## config.mk

```make
export PLATFORM = sky130hd
export DESIGN_NAME = spi_bus_slave_flat
export DESIGN_NICKNAME = d
export VERILOG_FILES = /design/src/rtl/spi_bus_slave_pkg.sv /design/src/rtl/spi_bus_slave_if.sv /design/src/rtl/spi_bus_slave_pin_sync.sv /design/src/rtl/spi_bus_slave.sv /design/src/flat_wrapper.sv
export SDC_FILE = /design/constraint.sdc
export NUM_CORES = 1
export LEC_CHECK = 0
export BUFFER_PORTS_ARGS = -buffer_cell sky130_fd_sc_hd__buf_2
export CORE_MARGIN = 8
export CORE_UTILIZATION = 50
export DETAILED_ROUTE_END_ITERATION = 10
export PLACE_DENSITY = 0.72
export SYNTH_ARGS = -nofsm -noshare
export SYNTH_HDL_FRONTEND = slang
export SYNTH_SLANG_ARGS = --single-unit
```

## constraint.sdc

```tcl
create_clock -name clk -period 2.9 [get_ports clk]
set_clock_uncertainty 0.15 [all_clocks]
set_input_delay 0.145 -clock clk [delete_from_list [all_inputs] [get_ports clk]]
set_output_delay 0.145 -clock clk [all_outputs]
set_load 0.02 [all_outputs]
```

## src/rtl/spi_bus_slave_pkg.sv

```systemverilog
// Shared definitions for the SPI slave front-end: FSM state encoding and
// the default synchronizer depth used by the slave, register bank and bench.
package spi_bus_slave_pkg;

  typedef enum logic [1:0] {
    ST_IDLE = 2'd0,
    ST_ADDR = 2'd1,
    ST_DATA = 2'd2
  } state_t;

  localparam int SYNC_STAGES_DEF = 2;

endpackage

```

## src/rtl/spi_bus_slave_if.sv

```systemverilog
// Internal register bus between the SPI slave and the register instances.
// The slave drives address/data/strobes; the register side returns the
// readback byte that is shifted out on MISO.
interface spi_bus_slave_if;
  logic [7:0] addr;
  logic [7:0] data;
  logic       first;
  logic       strobe;
  logic [7:0] rd_data;
  logic       rd_stb;

  modport slave (
    output addr, data, first, strobe, rd_stb,
    input  rd_data
  );

  modport master (
    input  addr, data, first, strobe, rd_stb,
    output rd_data
  );
endinterface

```

## src/rtl/spi_bus_slave_pin_sync.sv

```systemverilog
// N-flop synchronizer for one asynchronous pin with registered rise/fall
// pulses. The chain resets to 0 so a pin already low when reset releases
// produces no edge (a chip select held low is not mistaken for a new fall).
module spi_pin_sync #(
  parameter int STAGES = 2
) (
  input  logic clk,
  input  logic rst,
  input  logic pin,
  output logic rise,
  output logic fall
);

  logic [STAGES-1:0] chain;
  logic              last_q;

  // Shift the pin through the chain and register one-cycle edge pulses.
  always_ff @(posedge clk) begin
    if (rst) begin
      chain  <= '0;
      last_q <= 1'b0;
      rise   <= 1'b0;
      fall   <= 1'b0;
    end else begin
      chain  <= {chain[STAGES-2:0], pin};
      last_q <= chain[STAGES-1];
      rise   <= chain[STAGES-1] & ~last_q;
      fall   <= ~chain[STAGES-1] & last_q;
    end
  end

endmodule

```

## src/rtl/spi_bus_slave.sv

```systemverilog
// SPI mode-0 slave front-end: synchronizes the pins into clk, assembles
// MSB-first bytes, tags the first byte as address, strobes each following
// data byte onto the register bus and shifts a readback byte out on MISO.
//
// state   | meaning
// --------+--------------------------------------------------------------
// IDLE    | CS_n high (or after reset); SCK edges ignored
// ADDR    | shifting in the address byte
// DATA    | shifting in data bytes, one strobe per completed byte
module spi_bus_slave
  import spi_bus_slave_pkg::*;
#(
  parameter int SYNC_STAGES = SYNC_STAGES_DEF
) (
  input  logic           clk,
  input  logic           rst,
  input  logic           spi_sck,
  input  logic           spi_cs_n,
  input  logic           spi_mosi,
  output logic           spi_miso,
  output logic           spi_miso_oe,
  spi_bus_slave_if.slave bus
);

  logic sck_rise;
  logic sck_fall;
  logic cs_rise;
  logic cs_fall;

  logic [SYNC_STAGES-1:0] mosi_sync;
  logic                   mosi_q;

  state_t     state;
  logic [2:0] bit_cnt;
  logic [6:0] rx_sh;
  logic [7:0] rx_next;
  logic [7:0] tx_sh;
  logic       first_pending;
  logic       skip_fall;

  spi_pin_sync #(.STAGES(SYNC_STAGES)) u_sck_sync (
    .clk  (clk),
    .rst  (rst),
    .pin  (spi_sck),
    .rise (sck_rise),
    .fall (sck_fall)
  );

  spi_pin_sync #(.STAGES(SYNC_STAGES)) u_cs_sync (
    .clk  (clk),
    .rst  (rst),
    .pin  (spi_cs_n),
    .rise (cs_rise),
    .fall (cs_fall)
  );

  // MOSI gets the same depth plus one flop so it lines up with the
  // registered SCK/CS_n edge pulses; pin order is preserved across all three.
  always_ff @(posedge clk) begin
    if (rst) begin
      mosi_sync <= '0;
      mosi_q    <= 1'b0;
    end else begin
      mosi_sync <= {mosi_sync[SYNC_STAGES-2:0], spi_mosi};
      mosi_q    <= mosi_sync[SYNC_STAGES-1];
    end
  end

  assign rx_next  = {rx_sh, mosi_q};
  assign spi_miso = tx_sh[7];

  // Transaction FSM, RX assembly, bus outputs and TX shift register.
  always_ff @(posedge clk) begin
    if (rst) begin
      state         <= ST_IDLE;
      bit_cnt       <= 3'd0;
      rx_sh         <= 7'd0;
      tx_sh         <= 8'd0;
      first_pending <= 1'b0;
      skip_fall     <= 1'b0;
      spi_miso_oe   <= 1'b0;
      bus.addr      <= 8'd0;
      bus.data      <= 8'd0;
      bus.first     <= 1'b0;
      bus.strobe    <= 1'b0;
      bus.rd_stb    <= 1'b0;
    end else begin
      bus.strobe <= 1'b0;
      bus.first  <= 1'b0;
      bus.rd_stb <= 1'b0;

      // rd_data is captured at the end of the rd_stb cycle. The falling edge
      // right after a byte completion is consumed without shifting so the
      // freshly loaded MSB is presented for the next rising edge.
      if (bus.rd_stb) begin
        tx_sh <= bus.rd_data;
      end else if (sck_fall && state != ST_IDLE && !skip_fall) begin
        tx_sh <= {tx_sh[6:0], 1'b0};
      end
      if (sck_fall) begin
        skip_fall <= 1'b0;
      end

      case (state)
        ST_IDLE: begin
          if (cs_fall) begin
            state       <= ST_ADDR;
            bit_cnt     <= 3'd0;
            rx_sh       <= 7'd0;
            skip_fall   <= 1'b0;
            spi_miso_oe <= 1'b1;
            bus.rd_stb  <= 1'b1;
          end
        end

        ST_ADDR, ST_DATA: begin
          if (sck_rise) begin
            rx_sh   <= rx_next[6:0];
            bit_cnt <= bit_cnt + 3'd1;
            if (bit_cnt == 3'd7) begin
              bus.rd_stb <= 1'b1;
              skip_fall  <= 1'b1;
              if (state == ST_ADDR) begin
                bus.addr      <= rx_next;
                first_pending <= 1'b1;
                state         <= ST_DATA;
              end else begin
                bus.data      <= rx_next;
                bus.strobe    <= 1'b1;
                bus.first     <= first_pending;
                first_pending <= 1'b0;
              end
            end
          end
          // A CS_n rise in the same cycle as the 8th bit still completes the
          // byte above; any partial byte is simply dropped here.
          if (cs_rise) begin
            state       <= ST_IDLE;
            bit_cnt     <= 3'd0;
            spi_miso_oe <= 1'b0;
          end
        end

        default: begin
          state <= ST_IDLE;
        end
      endcase
    end
  end

endmodule

```

## src/flat_wrapper.sv

```systemverilog
// flat-port wrapper written by rule: the top's interface ports become plain ports
module spi_bus_slave_flat import spi_bus_slave_pkg::*;
#(
  parameter int SYNC_STAGES = SYNC_STAGES_DEF
)
  (clk, rst, spi_sck, spi_cs_n, spi_mosi, spi_miso, spi_miso_oe, bus_addr, bus_data, bus_first, bus_strobe, bus_rd_stb, bus_rd_data);
  spi_bus_slave_if bus_i ();
  input  logic clk;
  input  logic rst;
  input  logic spi_sck;
  input  logic spi_cs_n;
  input  logic spi_mosi;
  output logic spi_miso;
  output logic spi_miso_oe;
  output wire logic [$bits(bus_i.addr)-1:0] bus_addr;
  output wire logic [$bits(bus_i.data)-1:0] bus_data;
  output wire logic [$bits(bus_i.first)-1:0] bus_first;
  output wire logic [$bits(bus_i.strobe)-1:0] bus_strobe;
  output wire logic [$bits(bus_i.rd_stb)-1:0] bus_rd_stb;
  input wire logic [$bits(bus_i.rd_data)-1:0] bus_rd_data;
  assign bus_addr = bus_i.addr;
  assign bus_data = bus_i.data;
  assign bus_first = bus_i.first;
  assign bus_strobe = bus_i.strobe;
  assign bus_rd_stb = bus_i.rd_stb;
  assign bus_i.rd_data = bus_rd_data;
  spi_bus_slave #(.SYNC_STAGES(SYNC_STAGES)) u_core (.clk(clk), .rst(rst), .spi_sck(spi_sck), .spi_cs_n(spi_cs_n), .spi_mosi(spi_mosi), .spi_miso(spi_miso), .spi_miso_oe(spi_miso_oe), .bus(bus_i));
endmodule
```

== Yosys cells after proc, flatten, opt, wreduce, memory -nomap -nowiden ==
Index checks and enable logic that the tools add are counted.

* Word-level logic and storage cells: 90
* Bits of input ports: 13
* Output and inout port bits: 21
* Flip-flop bits (word level): 55
* Memory bits (read-only): 0
* Memories: 0
* RAM bits: 0
* Bits in latches: 0

* $lt $le $gt $ge: 0
* Reduce and logical (&&, ||, !) cells: 17
* $add $sub $neg: 1
* Shift-type cells: 0
* Mux-type cells: 29
* Multiply operators: 0
* Bitwise gates (word level): 12
* Eq/ne operators: 9
* Divide/modulo/power cells: 0

{| class="wikitable"
|+ Operator list
! kind !! count
|-
| $mux W8 || 2
|-
| $mux W7 || 2
|-
| $pmux W7 S2 || 1
|-
| $reduce_and A3 Y1 || 4
|-
| $reduce_and A4 Y1 || 3
|-
| $mux W1 || 11
|-
| $mux W2 || 5
|-
| $mux W3 || 3
|-
| $not A1 Y1 || 8
|-
| $ne A2 B2 Y1 const B || 3
|-
| $ne A3 B2 Y1 const B || 2
|-
| $pmux W1 S2 || 3
|-
| $pmux W3 S2 || 1
|-
| $reduce_bool A2 Y1 || 3
|-
| $reduce_or A5 Y1 || 1
|-
| $and A1 B1 Y1 || 4
|-
| $pmux W2 S2 || 1
|-
| $reduce_or A4 Y1 || 1
|-
| $add A3 B1 Y3 const B || 1
|-
| $eq A3 B3 Y1 const B || 1
|-
| $ne A3 B3 Y1 const B || 1
|-
| $eq A2 B1 Y1 const B || 1
|-
| $eq A2 B2 Y1 const B || 1
|-
| $logic_and A1 B1 Y1 || 2
|-
| 3 further kinds || 3
|}

== Depth between registers and ports, before layout ==
* Depth in word-level cells: 6
* Mapped depth: 7
* Mapped depth without buffers: 5

== Hierarchy ==
Synthesis repeated with hierarchy kept, for this count alone.

* Cell total of the unflattened synthesis: 222
* Area, all modules: 2198.4 um^2

{| class="wikitable"
|+ Modules (own cells, without submodules)
! module !! sequential area each (um^2) !! cells each !! times used !! area each (um^2)
|-
| spi_bus_slave || 900.9 || 202 || 1 || 1930.6
|-
| spi_pin_sync || 100.1 || 10 || 2 || 133.9
|}

== Worst setup path after synthesis ==
No wires, ideal clock.

* Kind: flip-flop to flip-flop
* Start: register u_core.state[0]
* End: register u_core.bit_cnt[0]
* Slack: 1.192 ns
* Arrival time: 1.499 ns
* Setup time: 0.059 ns
* Required time: 2.691 ns
* Cell stages (with the launch flop): 7
* Clock period less this slack: 1.708 ns
* Path buffers: 1
* Cell sequence: dfxtp_1 > inv_1 > ha_1 > buf_4 > or4b_1 > nor4_1 > a31o_1

* Cells in the longest elaborated chain, start to end: 4
* Elaborated cells between the ends (all ways): 9
* Those cells by class: eq/ne (4); mux (1); reduce/logical (4)

{| class="wikitable"
|+ Ends and longest elaborated chain
! element !! line !! source
|-
| start: declaration || spi_bus_slave.sv:33 || <nowiki>state_t state;</nowiki>
|-
| start signal: assignment || spi_bus_slave.sv:75 || <nowiki>state <= ST_IDLE;</nowiki>
|-
| start signal: assignment || spi_bus_slave.sv:107 || <nowiki>state <= ST_ADDR;</nowiki>
|-
| start signal: assignment || spi_bus_slave.sv:126 || <nowiki>state <= ST_DATA;</nowiki>
|-
| $eq A2 B2 Y1 or $eq A2 B1 Y1 (tied branches) || spi_bus_slave.sv:104 || <nowiki>case (state)</nowiki>
|-
| $reduce_or A2 Y1 || spi_bus_slave.sv:104 ||
|-
| $ne A3 B3 Y1 (no source line) or $reduce_bool A2 Y1 (tied branches) || n/a ||
|-
| $reduce_and A3 Y1 (no source line) || n/a ||
|-
| end signal: assignment || spi_bus_slave.sv:119 || <nowiki>bit_cnt <= bit_cnt + 3'd1;</nowiki>
|-
| end: declaration || spi_bus_slave.sv:34 || <nowiki>logic [2:0] bit_cnt;</nowiki>
|}

Parallel ways exist; a longest one is shown, timed or not.
A chain may end at the register's enable or synchronous reset.

== Worst setup path after layout ==
* Start: register u_core.state[0]
* End: register u_core.tx_sh[7]

* Cells in the longest elaborated chain, start to end: 4

{| class="wikitable"
|+ Ends and longest elaborated chain
! element !! line !! source
|-
| $reduce_bool A2 Y1 || spi_bus_slave.sv:97 || <nowiki>end else if (sck_fall && state != ST_IDLE && !skip_fall) begin</nowiki>
|-
| $logic_and A1 B1 Y1 (2 in a row) || spi_bus_slave.sv:97 ||
|-
| $reduce_bool A2 Y1 (no source line) || n/a ||
|-
| end signal: assignment || spi_bus_slave.sv:96 || <nowiki>tx_sh <= bus.rd_data;</nowiki>
|-
| end signal: assignment || spi_bus_slave.sv:98 || <nowiki>tx_sh <= {tx_sh[6:0], 1'b0};</nowiki>
|-
| end: declaration || spi_bus_slave.sv:37 || <nowiki>logic [7:0] tx_sh;</nowiki>
|}

Every way passes these cells.

==> results_dict.tcl <==
set metrics [dict create \
    timing.critical_path.from "u_core.state[0]" \
    cp-endpoint "u_core.tx_sh[7]" \
    grt_max_degree 36 \
    final_antenna_net_count 0 \
    diodes 0 \
    cp.depth 5 \
    route.detailed.wl_per_inst_um 13.4 \
    status "completed" \
    synth-main-ff-cell "dfxtp_1" \
    ys_top_cells_by_area "dfxtp_1 (50%), nand2_1 (6.2%), a21oi_1 (5.7%)" \
    drv_cap 0 \
    p_per_area_nw_per_um2 508 \
    nNetsFinal 282 \
    core_area_um2 4290 \
    critPathMaxStageDelay_ps 650 \
    cts.path.max_buffers 2 \
    ir_drop_mv 0.333 \
    r2r_end "u_core.tx_sh[7]" \
    relSlewSlack 0.525 \
    r2r_start "u_core.state[0]" \
    grt_overflow 0 \
    cp_data_required_time_ps 2910 \
    setup_viol 0 \
    rsz0062_at_grt "false" \
    yosysUniqueCellTypes 42 \
    start_util 0.510 \
    insertion_delay_ps 300 \
    grt_pass1_wl_um 7390 \
    firstDrtPassIters 4 \
    rows 24 \
    synth_edf_count 0 \
    place_congestion 0.800 \
    die_area_um2 6750 \
    netlist_area_um2 2190 \
    cp_cell_sequence "inv_1, ha_1, nor3b_4, nor3_1, a2111oi_0" \
    fin_crit_ps 2200 \
    rr_worst_depth 5 \
    routed_wl_um 4260 \
    cts.sinks 55 \
    cts_buffers 5 \
    viasPerCell 5.35 \
    die_w_um 82.2 \
    syn_avg_cell_area_um2 9.35 \
    path_buf_inv 1 \
    crit_slowest_cell "nor3b_4" \
    netlist.area_leader.share 0.503 \
    arrival_ps 2210 \
    syn_to_final_growth_pct 14.1 \
    end_kind "register" \
    dp_hpwl_um 2930 \
    antenna_found_initial 0 \
    post-cts-setup-buffers 0 \
    n_fill_cell 383 \
    top_level_ports 34 \
    synth_nets 252 \
    hp-class "in -> reg" \
    layout_setup_ws_ps 704 \
    crit_family "simple AND/OR/NAND/NOR gates" \
    grtUsageTotal 0.139 \
    syn_inst 234 \
    cts_tree "yes" \
    drive_above_1_share 0.208 \
    r2r_slack_ps 700 \
    cts_resized 0 \
    maxSlewViolCount 0 \
    layout_common_cells "dfxtp_1 (55), nand2_1 (36), buf_2 (33)" \
    drc 0 \
    port_buffers 33 \
    root_buffer "clkbuf_8" \
    ys_ff_latch 55 \
    post-place-ws_ps 673 \
    final_common_cell "dfxtp_1" \
    total_leakage_power_uw 0.000944 \
    postCtsHoldBufs 5 \
    fin_tns_setup_ps 0 \
    max_freq_mhz 455 \
    vias 1695 \
    drt_iter0_drc 126 \
    period_share 0.757 \
    tightest_slew_ps 712 \
    async_flop_share 0 \
    synth_warnings 0 \
    hold_viol 0 \
    path_class "reg -> reg" \
    cts-htree-levels 2 \
    cts.reportedPaths.clkPinSlew_ps 80 \
    synth_seq_area_share 0.503 \
    first_global_vias 1560 \
    yosysTopAreaCell "dfxtp_1" \
    crit_fanout 15 \
    crit_path_start_kind "register" \
    die_h_um 82.2 \
]
[cells in the mapped netlist, types with 2 or more instances]
cell type / instances
nand3_1: 2
nor3_2: 4
nand4_1: 8
a2111oi_0: 2
o311ai_0: 2
inv_1: 7
a211oi_1: 3
nor2b_1: 17
and3_1: 2
clkbuf_1: 7
a21oi_1: 25
nor3b_1: 4
nor2_1: 8
o41ai_1: 2
dfxtp_1: 55
o21ai_0: 8
a2111oi_2: 4
ha_1: 5
nand2_1: 36
nor3_1: 5
buf_2: 7
[power breakdown]
group / leakage [µW] / switching [µW] / internal (µW)
registers: 0.000445 / 7.14 / 764
logic: 0.000448 / 31.3 / 25.5
clock network: 0.0000515 / 223 / 218
[worst min path at each step]
stage	to	slack, ps	startpoint	cells after the start
5_1_grt	u_core.tx_sh[6]	4	bus_rd_data[6]	3
4_1_cts	u_core.tx_sh[6]	2	bus_rd_data[6]	3
2_1_floorplan	u_core.mosi_sync[0]	120	spi_mosi	1
3_3_place_gp	u_core.u_cs_sync.chain[0]	210	spi_cs_n	2
3_5_place_dp	u_core.mosi_sync[0]	210	spi_mosi	2
6_report	u_core.tx_sh[6]	8	bus_rd_data[6]	3
[cell type report]
cell class / instances / area, µm² / share of cell area
Inverter: 7 / 26.3 / 0.0105
Multi-Input combinational cell: 156 / 981 / 0.393
Tap cell: 52 / 65.1 / 0.0261
Clock buffer: 8 / 100 / 0.0401
Sequential cell: 55 / 1100 / 0.441
Timing Repair Buffer: 39 / 223 / 0.0892
[layer usage]
layer  global-route usage  up-vias  routed length (µm)
met2                0.201       41                1800
met5                    0        -                   0
met1                0.187      766                2110
li1                     -      882                   -
met3               0.0433        6                 282
met4               0.0579        0                  66
[worst register-to-register path, cell delays in order (launching register included)]
cell and delay, ps:
dfxtp_1 370, inv_1 80, ha_1 300, nor3b_4 650, nor3_1 90, a2111oi_0 430
[per-stage QoR]
stage / utilization / area (µm²) / hold slack (ps) / total power [µW] / instances
after floorplan: - / 2190 / 123 / 825 / 234
after global placement: 0.546 / 2350 / 208 / 839 / 304
after detailed placement: 0.546 / 2350 / 212 / 841 / 304
after CTS: 0.581 / 2500 / 1.59 / 1290 / 317
after global routing: 0.581 / 2500 / 3.80 / 1330 / 317
final: 0.581 / 2500 / 7.64 / 1270 / 317
[state kept, by name (all words and copies together) (netlist names), 2 cells and up]
register	flops
u_core.bus.addr	8
u_core.bus.data	8
u_core.tx_sh	8
u_core.rx_sh	7
u_core.bit_cnt	3
u_core.mosi_sync	2
u_core.state	2
u_core.u_cs_sync.chain	2
u_core.u_sck_sync.chain	2
[logic make-up (layout without fill, tap and decap cells)]
family,after synthesis,after routing,synth area share
and+or+nand+nor,98,98,0.254
DFF,55,55,0.503
AOI/OAI and AO/OA,52,52,0.161
buffers and inverters,23,54,0.0486
adders and majority gates,5,5,0.0286
muxes,1,1,0.00457
Power figures use the tool's default switching activity.
